--- config.mk ---
export PLATFORM = sky130hd
export DESIGN_NAME = sorter_nch
export DESIGN_NICKNAME = d
export VERILOG_FILES = /design/src/rtl/sorter_nch.sv
export SDC_FILE = /design/constraint.sdc
export NUM_CORES = 1
export LEC_CHECK = 0
export BUFFER_PORTS_ARGS = -buffer_cell sky130_fd_sc_hd__buf_4
export CORE_MARGIN = 2
export CORE_UTILIZATION = 55
export DETAILED_ROUTE_END_ITERATION = 10
export GPL_TIMING_DRIVEN = 1
export MAX_ROUTING_LAYER = met4
export PLACE_DENSITY = 0.77
export SETUP_SLACK_MARGIN = 0.4
export SLEW_MARGIN = 40
export SYNTH_ARGS = -nofsm -noshare
export SYNTH_HDL_FRONTEND = slang
export SYNTH_SLANG_ARGS = --single-unit
--- constraint.sdc ---
create_clock -name clk -period 25.4 [get_ports clk]
set_clock_uncertainty 0.15 [all_clocks]
set_input_delay 0 -clock clk [delete_from_list [all_inputs] [get_ports clk]]
set_output_delay 0 -clock clk [all_outputs]
set_load 0.01 [all_outputs]
--- src/rtl/sorter_nch.sv ---
// N-channel timestamp merge sorter: drains per-link rx FIFOs and emits words in
// wrap-safe timestamp order. Silent links time out so they cannot stall the merge.

module sorter_nch_ch #(
    parameter int DATA_W      = 32,
    parameter int TIMEOUT_CYC = 64
) (
    input  logic              clk,
    input  logic              rst,
    input  logic              en,
    input  logic              empty,
    input  logic [DATA_W-1:0] din,
    input  logic              pick,
    output logic              rden,
    output logic [DATA_W-1:0] head,
    output logic              vld,
    output logic              stale,
    output logic              drop
);
    localparam int TCW = $clog2(TIMEOUT_CYC + 1);

    logic           inflight;
    logic [TCW-1:0] tcnt;

    // Enabled channels keep one head and one read in flight at most; disabled ones drain freely.
    assign rden  = !rst && !empty && (!en || (!vld && !inflight));
    assign stale = (tcnt >= TCW'(TIMEOUT_CYC));
    assign drop  = !en && (vld || inflight);

    always_ff @(posedge clk or posedge rst) begin
        if (rst) begin
            inflight <= 1'b0;
            vld      <= 1'b0;
            head     <= '0;
            tcnt     <= '0;
        end else begin
            inflight <= rden;
            if (inflight && en) begin
                head <= din;
                vld  <= 1'b1;
            end else if (vld && (!en || pick)) begin
                vld <= 1'b0;
            end
            if (!en || vld)
                tcnt <= '0;
            else if (!stale)
                tcnt <= tcnt + 1'b1;
        end
    end
endmodule

module sorter_nch #(
    parameter int NUM_CH      = 8,
    parameter int DATA_W      = 32,
    parameter int TS_W        = 16,
    parameter int TIMEOUT_CYC = 64
) (
    input  logic                     clk,
    input  logic                     rst,
    input  logic [NUM_CH-1:0]        ch_en_i,
    input  logic [NUM_CH*DATA_W-1:0] rdfifo_data_i,
    input  logic [NUM_CH-1:0]        rdfifo_empty_i,
    output logic [NUM_CH-1:0]        rdfifo_rden_o,
    output logic [DATA_W-1:0]        wrfifo_data_o,
    input  logic                     wrfifo_prog_full_i,
    output logic                     wrfifo_wren_o,
    output logic [15:0]              drop_cnt_o
);
    localparam int SW  = $clog2(NUM_CH);
    localparam int DCW = $clog2(NUM_CH + 1);

    typedef enum logic {FILL, PICK} state_t;

    state_t                         state, state_nxt;
    logic [NUM_CH-1:0][DATA_W-1:0]  head;
    logic [NUM_CH-1:0][TS_W-1:0]    ts;
    logic [NUM_CH-1:0]              vld, stale, drop, pick, cand;
    logic [SW-1:0]                  sel;
    logic                           any, fill_ok, do_pick;
    logic [DCW-1:0]                 ndrop;
    logic [16:0]                    drop_sum;

    for (genvar g = 0; g < NUM_CH; g++) begin : g_ch
        sorter_nch_ch #(.DATA_W(DATA_W), .TIMEOUT_CYC(TIMEOUT_CYC)) u_ch (
            .clk   (clk),
            .rst   (rst),
            .en    (ch_en_i[g]),
            .empty (rdfifo_empty_i[g]),
            .din   (rdfifo_data_i[DATA_W*g +: DATA_W]),
            .pick  (pick[g]),
            .rden  (rdfifo_rden_o[g]),
            .head  (head[g]),
            .vld   (vld[g]),
            .stale (stale[g]),
            .drop  (drop[g])
        );
        assign ts[g]   = head[g][DATA_W-1 -: TS_W];
        assign pick[g] = do_pick && (sel == SW'(g));
    end

    // a precedes b when the modular difference is "negative"
    function automatic logic precedes(input logic [TS_W-1:0] a, input logic [TS_W-1:0] b);
        logic [TS_W-1:0] d;
        d = a - b;
        return d[TS_W-1];
    endfunction

    assign cand    = ch_en_i & vld;
    assign fill_ok = (&(~ch_en_i | vld | stale)) && (|cand);
    assign do_pick = (state == PICK) && !wrfifo_prog_full_i && any;

    // Strict compare while scanning upward keeps ties on the lowest index.
    always_comb begin
        sel = '0;
        any = 1'b0;
        for (int i = 0; i < NUM_CH; i++) begin
            if (cand[i] && (!any || precedes(ts[i], ts[sel]))) begin
                sel = SW'(i);
                any = 1'b1;
            end
        end
    end

    always_comb begin
        ndrop = '0;
        for (int i = 0; i < NUM_CH; i++)
            ndrop = ndrop + DCW'(drop[i]);
    end

    assign drop_sum = {1'b0, drop_cnt_o} + 17'(ndrop);

    always_comb begin
        state_nxt = state;
        case (state)
            FILL:    if (fill_ok) state_nxt = PICK;
            PICK:    if (!wrfifo_prog_full_i) state_nxt = FILL;
            default: state_nxt = FILL;
        endcase
    end

    always_ff @(posedge clk or posedge rst) begin
        if (rst) begin
            state         <= FILL;
            wrfifo_wren_o <= 1'b0;
            wrfifo_data_o <= '0;
            drop_cnt_o    <= '0;
        end else begin
            state         <= state_nxt;
            wrfifo_wren_o <= do_pick;
            if (do_pick)
                wrfifo_data_o <= head[sel];
            drop_cnt_o <= drop_sum[16] ? 16'hFFFF : drop_sum[15:0];
        end
    end
endmodule

# After elaboration in Yosys (flattened, before gate mapping)
# Index checks and enable logic that the tools add are counted.
# W data, S select, Z words.
# word_totals
register_bits	378
inputBits	275
output_inout_bits	57
wordCells	316
# op_classes
addsub	23
order_cmp	15
n_eq_ne	15
mux	65
bitwise	5
n_reduce_logical	157
# op_table
operator	n
$bmux W16 S3	6
$mux W16	7
$mux W7	16
$sub A16 B16 Y16	7
$bmux W32 S3	1
$logic_and A1 B1 Y1	66
$add A7 B1 Y7 const B	8
$ge A7 B7 Y1 const B	8
$logic_not A1 Y1	41
$logic_or A1 B1 Y1	39
$mux W32	1
$mux W1	27
$lt A3 B4 Y1 const B	6
$mux W3	6
$add A16 B4 Y17	1
$add A4 B1 Y4	4
$ne A2 B2 Y1 const B	8
$or A8 B8 Y8	2
$reduce_bool A2 Y1	8
$eq A3 B3 Y1 const B	4
$and A8 B8 Y8	1
$not A8 Y8	1
$reduce_and A8 Y1	1
$reduce_or A8 Y1	1
other kinds (9)	10

# Depth between registers and ports, before layout
# logic_depth
ltp_word	48
depth_mapped	125
depth_no_buf	109

# Modules after synthesis
# From an unflattened synthesis, not the netlist that was laid out.
# unflattened
cells_unflattened	2351
area_unflattened_um2	23515.1
# by_module_without_submodules
module	instances	cells_per_inst	area_each_um2	seq_area_each_um2
sorter_nch_ch	8	111	1624.1	1026.0
sorter_nch	1	1463	10522.6	1251.2

# Worst setup path before layout
# No wires, ideal clock.
# synth_timing
path_kind	flip-flop to flip-flop
startpoint	register g_ch[0].u_ch.head[29]
endpoint	register wrfifo_data_o[10]
setup_time_ns	0.087
t_arrival_ns	22.713
required_ns	25.163
slack_ns	2.451
stages_incl_launch_ff	116
path_buffers	17
period_less_slack_ns	22.949
path_cell_list	dfrtp_1 > inv_1 > ha_1 > nand4_1 > or3_4 > o211ai_1 > and3_1 > buf_2 > buf_1 > clkbuf_1 > mux2i_1 > ha_1 > a21o_1 > a21o_1 > a211o_1 > a21oi_1 > o21ai_0 > o211ai_1 > (+80 left out) > ha_1 > nor2b_1 > o21ai_0 > nand2b_1 > a21oi_1 > nor2b_1 > o21ai_0 > nand2b_1 > a21oi_1 > nand3_1 > a31o_2 > a211oi_1 > a21boi_4 > mux2_2 > nor2_1 > clkbuf_1 > a222oi_1 > o211ai_1
# synth_between
elab_chain_cells	42
elab_cells_between_ends	56
cone_classes	add/sub: 7; mux: 28; reduce/logical: 21
# synth_rtl
element	line	rtl
start: declaration	15	output logic [DATA_W-1:0] head,
start signal: assignment	39	head <= din;
$sub A16 B16 Y16	104	d = a - b;
$logic_or A1 B1 Y1	117	if (cand[i] && (!any || precedes(ts[i], ts[sel]))) begin
$logic_and A1 B1 Y1	117	
$mux W1	117	
$bmux W16 S3	117	
$mux W16 (implied by the code)	117	
$sub A16 B16 Y16	104	
$logic_or A1 B1 Y1	117	
(+26 left out)	--	
$bmux W16 S3	117	
$mux W16 (implied by the code)	117	
$sub A16 B16 Y16	104	
$logic_or A1 B1 Y1	117	
$logic_and A1 B1 Y1	117	
$mux W3	117	
$bmux W32 S3	151	wrfifo_data_o <= head[sel];
$mux W32 (implied by the code)	151	
end signal: assignment	151	
end: declaration	64	output logic [DATA_W-1:0] wrfifo_data_o,
# Parallel ways exist; a longest one is shown, timed or not. The select of a mux whose other input is x is not followed.
# A chain may end at the register's enable or synchronous reset.

# Worst setup path in the final report
# layout_timing
startpoint	register g_ch[0].u_ch.head[28]
endpoint	register wrfifo_data_o[2]
# The elaborated chain is that of the path after synthesis.

==> impl_metrics.prom <==
# TYPE chip_impl_metric gauge
chip_impl_metric{name="max-slew-margin-rel",unit=""} 0.428
chip_impl_metric{name="post_layout_nonfiller_instances",unit=""} 3715
chip_impl_metric{name="cts_setup_buffers",unit=""} 0
chip_impl_metric{name="cts_num_sinks",unit=""} 378
chip_impl_info{name="worst_setup_path_start_kind",value="flop"} 1
chip_impl_metric{name="gpl.final_weighted_congestion",unit=""} 1.05
chip_impl_info{name="dominant_synthesized_flop_cell",value="dfrtp_1"} 1
chip_impl_metric{name="report.power.total",unit="W"} 0.00297
chip_impl_metric{name="totalWireLength",unit="um"} 108000
chip_impl_metric{name="synth.cell_area",unit="um^2"} 23400
chip_impl_metric{name="crit_fanout",unit=""} 39
chip_impl_metric{name="dp.final_hpwl",unit="um"} 69700
chip_impl_metric{name="r2r_setup_slack",unit="ps"} 1530
chip_impl_metric{name="htree_levels",unit=""} 2
chip_impl_metric{name="route.detailed.vias_per_inst",unit=""} 6.77
chip_impl_metric{name="portBuffers",unit=""} 331
chip_impl_metric{name="clk_pin_slew",unit="ps"} 70
chip_impl_info{name="rsz0062_at_grt",value="false"} 1
chip_impl_info{name="commonest_non_fill_non_tap_cells_in_the_layout",value="buf_4, dfrtp_1, nand2_1"} 1
chip_impl_metric{name="synth_async_sr_flop_share",unit=""} 1.00
chip_impl_metric{name="final.fill_count",unit=""} 2569
chip_impl_info{name="criticalPathCategory",value="reg2reg"} 1
chip_impl_metric{name="post_syn_instances",unit=""} 2419
chip_impl_metric{name="flow.area_growth_from_synthesis",unit="%"} 36.7
chip_impl_metric{name="antenna_found_initial",unit=""} 16
chip_impl_metric{name="reg2regPathDepth",unit=""} 105
chip_impl_metric{name="finalSetupViolCount",unit=""} 0
chip_impl_metric{name="postRouteAntennaNets",unit=""} 0
chip_impl_metric{name="slowest_delay",unit="ps"} 540
chip_impl_metric{name="effective_utilization_at_floorplan",unit=""} 0.558
chip_impl_metric{name="post_route_cells_drive_above_1_share",unit=""} 0.282
chip_impl_metric{name="vdd_ir_drop_max",unit="uV"} 74.2
chip_impl_metric{name="yosysUniqueCellTypes",unit=""} 86
chip_impl_info{name="yosys.area.top_type",value="dfrtp_1"} 1
chip_impl_metric{name="area_taken_by_multi_input_logic_gates",unit="um^2"} 13300
chip_impl_metric{name="die_w",unit="um"} 210
chip_impl_metric{name="postSynthAreaPerCell",unit="um^2"} 9.67
chip_impl_metric{name="std_cell_rows",unit=""} 75
chip_impl_metric{name="maxClockFrequency",unit="GHz"} 0.0419
chip_impl_metric{name="slew_at_the_pin_closest_to_its_max_slew_limit",unit="ps"} 858
chip_impl_metric{name="pwrdens",unit="nW/um^2"} 92.8
chip_impl_metric{name="die_height",unit="um"} 210
chip_impl_metric{name="cts-buffers-inserted",unit=""} 42
chip_impl_metric{name="worst_skew_pair.late_latency",unit="ps"} 590
chip_impl_metric{name="gr-total-overflow",unit=""} 0
chip_impl_metric{name="dpl.cell_count",unit=""} 3329
chip_impl_info{name="endpoint_kind_of_the_worst_setup_timing_path",value="flop"} 1
chip_impl_metric{name="timing.final.hold_violations",unit=""} 29
chip_impl_metric{name="layout_net_count",unit=""} 3515
chip_impl_metric{name="synthesis.yosys.warnings",unit=""} 0
chip_impl_info{name="result_of_the_run",value="finished with violations"} 1
chip_impl_info{name="layout_commonest_cell",value="buf_4"} 1
chip_impl_metric{name="pin_count_of_the_biggest_net_entering_global_routing",unit=""} 113
chip_impl_metric{name="clk_path_buf_depth",unit=""} 3
chip_impl_metric{name="whs",unit="ps"} -61.0
chip_impl_metric{name="final_min_period_over_clock_period",unit=""} 0.940
chip_impl_metric{name="total_leakage_power",unit="nW"} 14.8
chip_impl_metric{name="synth_edf_count",unit=""} 0
chip_impl_metric{name="max_cap_violations",unit=""} 0
chip_impl_metric{name="final_period_minus_worst_setup_slack",unit="ps"} 23870
chip_impl_metric{name="synthDominantCellAreaShare",unit=""} 0.404
chip_impl_metric{name="global_route.usage.total",unit=""} 0.493
chip_impl_metric{name="detailedRoute.firstPassIterationCount",unit=""} 7
chip_impl_metric{name="final-seq-area",unit="um^2"} 9460
chip_impl_metric{name="max_slew_vio_count",unit=""} 0
chip_impl_info{name="clockRootBuffer",value="clkbuf_16"} 1
chip_impl_info{name="violated_checks",value="hold timing"} 1
chip_impl_info{name="cts_tree",value="built"} 1
chip_impl_metric{name="critPathRequiredTime",unit="ps"} 25700
chip_impl_info{name="netlist_top_cells_area",value="dfrtp_1, mux2_2, ha_1"} 1
chip_impl_metric{name="ports_placed_on_the_boundary",unit=""} 332
chip_impl_metric{name="grt_first_pass_wirelength",unit="um"} 158000
chip_impl_metric{name="routedWlPerCell",unit="um"} 29.0
chip_impl_metric{name="die_area",unit="um^2"} 44200
chip_impl_metric{name="drtIter0Drc",unit=""} 3759
chip_impl_metric{name="totalNegativeSetupSlack",unit="ps"} 0
chip_impl_metric{name="post-route-util",unit=""} 0.762
chip_impl_metric{name="synth.net_count",unit=""} 2811
chip_impl_metric{name="worstPathArrival",unit="ps"} 24170
chip_impl_metric{name="drc",unit=""} 0
chip_impl_metric{name="dr_total_vias",unit=""} 25100
chip_impl_metric{name="core_region_area",unit="um^2"} 41900
chip_impl_metric{name="first_global_vias",unit=""} 25500
chip_impl_info{name="critical-path-slowest-cell",value="buf_4"} 1
chip_impl_metric{name="ys_seq_elements",unit=""} 378
chip_impl_metric{name="synth.yosys.seq_area_share",unit=""} 0.404
chip_impl_info{name="timing.hold.worst.class",value="in2async"} 1
==> path summary, 6_finish.rpt <==
path,from,to
worst max-delay path,g_ch[0].u_ch.head[28],wrfifo_data_o[2]
worst min-delay path,rst,g_ch[4].u_ch.tcnt[5]
worst max register to register,g_ch[0].u_ch.head[28],wrfifo_data_o[2]
worst min register to register,state,state
max in group asynchronous,rst,g_ch[7].u_ch.head[20]
min in group clk,rdfifo_data_i[151],g_ch[4].u_ch.head[23]
==> repair_timing <==
item / 4_1_cts / 5_1_grt
hold endpoints to repair: 443 / 0
resized for setup: 0 / 5
hold buffers: 288 / 0
endpoints found under the setup margin: 0 / 40
==> cell usage after synthesis, types with 18 or more instances <==
cell type    n
o21ai_0     83
mux2_2     259
nor2_1     161
a21o_1      47
o2111a_1    20
a22oi_1     18
nand2_1    364
inv_1       30
nor2b_1     22
a221oi_1    36
a21oi_1    127
a211oi_1    36
nand2b_1    25
ha_1       112
nand4_1     31
mux2i_1     43
buf_1       18
clkbuf_1   116
nor3_1      32
a31oi_1     35
xor2_1      31
and3_1      30
xnor2_1     28
nand3_1     61
dfrtp_1    378
o211ai_1    32
==> routing by layer <==
layer,share of wire,GRT usage
met1,0.36,0.598
met2,0.44,0.731
met3,0.12,0.130
met4,0.081,0.321
met5,0,-
==> registers in the layout, indices dropped and copies added (netlist names) <==
signal              count
g_ch.u_ch.vld           8
wrfifo_wren_o           1
g_ch.u_ch.inflight      8
g_ch.u_ch.tcnt         56
wrfifo_data_o          32
drop_cnt_o             16
g_ch.u_ch.head        256
state                   1
==> cell families (layout without fill, tap and decap cells) <==
logic type | Yosys count | in the layout | share of synthesized area
flip-flops | 378 | 378 | 0.404
AO/OA/AOI/OAI | 594 | 594 | 0.182
XOR/XNOR | 59 | 59 | 0.0221
multiplexers | 303 | 303 | 0.144
AND/OR/NAND/NOR | 785 | 785 | 0.152
other | 0 | 19 | 0
adder cells (fa/ha/maj) | 117 | 117 | 0.0642
buffers and inverters | 183 | 921 | 0.0319
==> power breakdown <==
part,internal [W],switching (W)
combinational,0.000610,0.000783
clock,0.000363,0.000279
sequential,0.000723,0.000209
total,0.00170,0.00127
==> layout make-up <==
type                       instances  area share
clock buffer                      60      0.0375
multi-input combinational       1858       0.415
sequential                       378       0.296
antenna                           19     0.00149
clock inverter                    18     0.00614
tap                              539      0.0211
timing repair buffer             813       0.219
inverter                          30     0.00391
==> critical path, delay by kind of cell, from the launching register on <==
kind | cells | cell delay [ps]
and+or+nand+nor | 27 | 5400
adders and majority gates | 7 | 2140
buffers and inverters | 14 | 3110
xor gates and xnor gates | 2 | 500
DFF | 1 | 490
muxes | 4 | 1140
AOI/OAI and AO/OA | 51 | 10660
==> stage by stage <==
stage / setup slack [ps] / cell area [um^2]
floorplan: 2450 / 23400
global placement: 2030 / 27500
detailed placement: 1530 / 27600
CTS: 1430 / 31900
global route: 499 / 32000
finish: 1530 / 32000
Note: power is estimated with default switching activity, not from simulation.
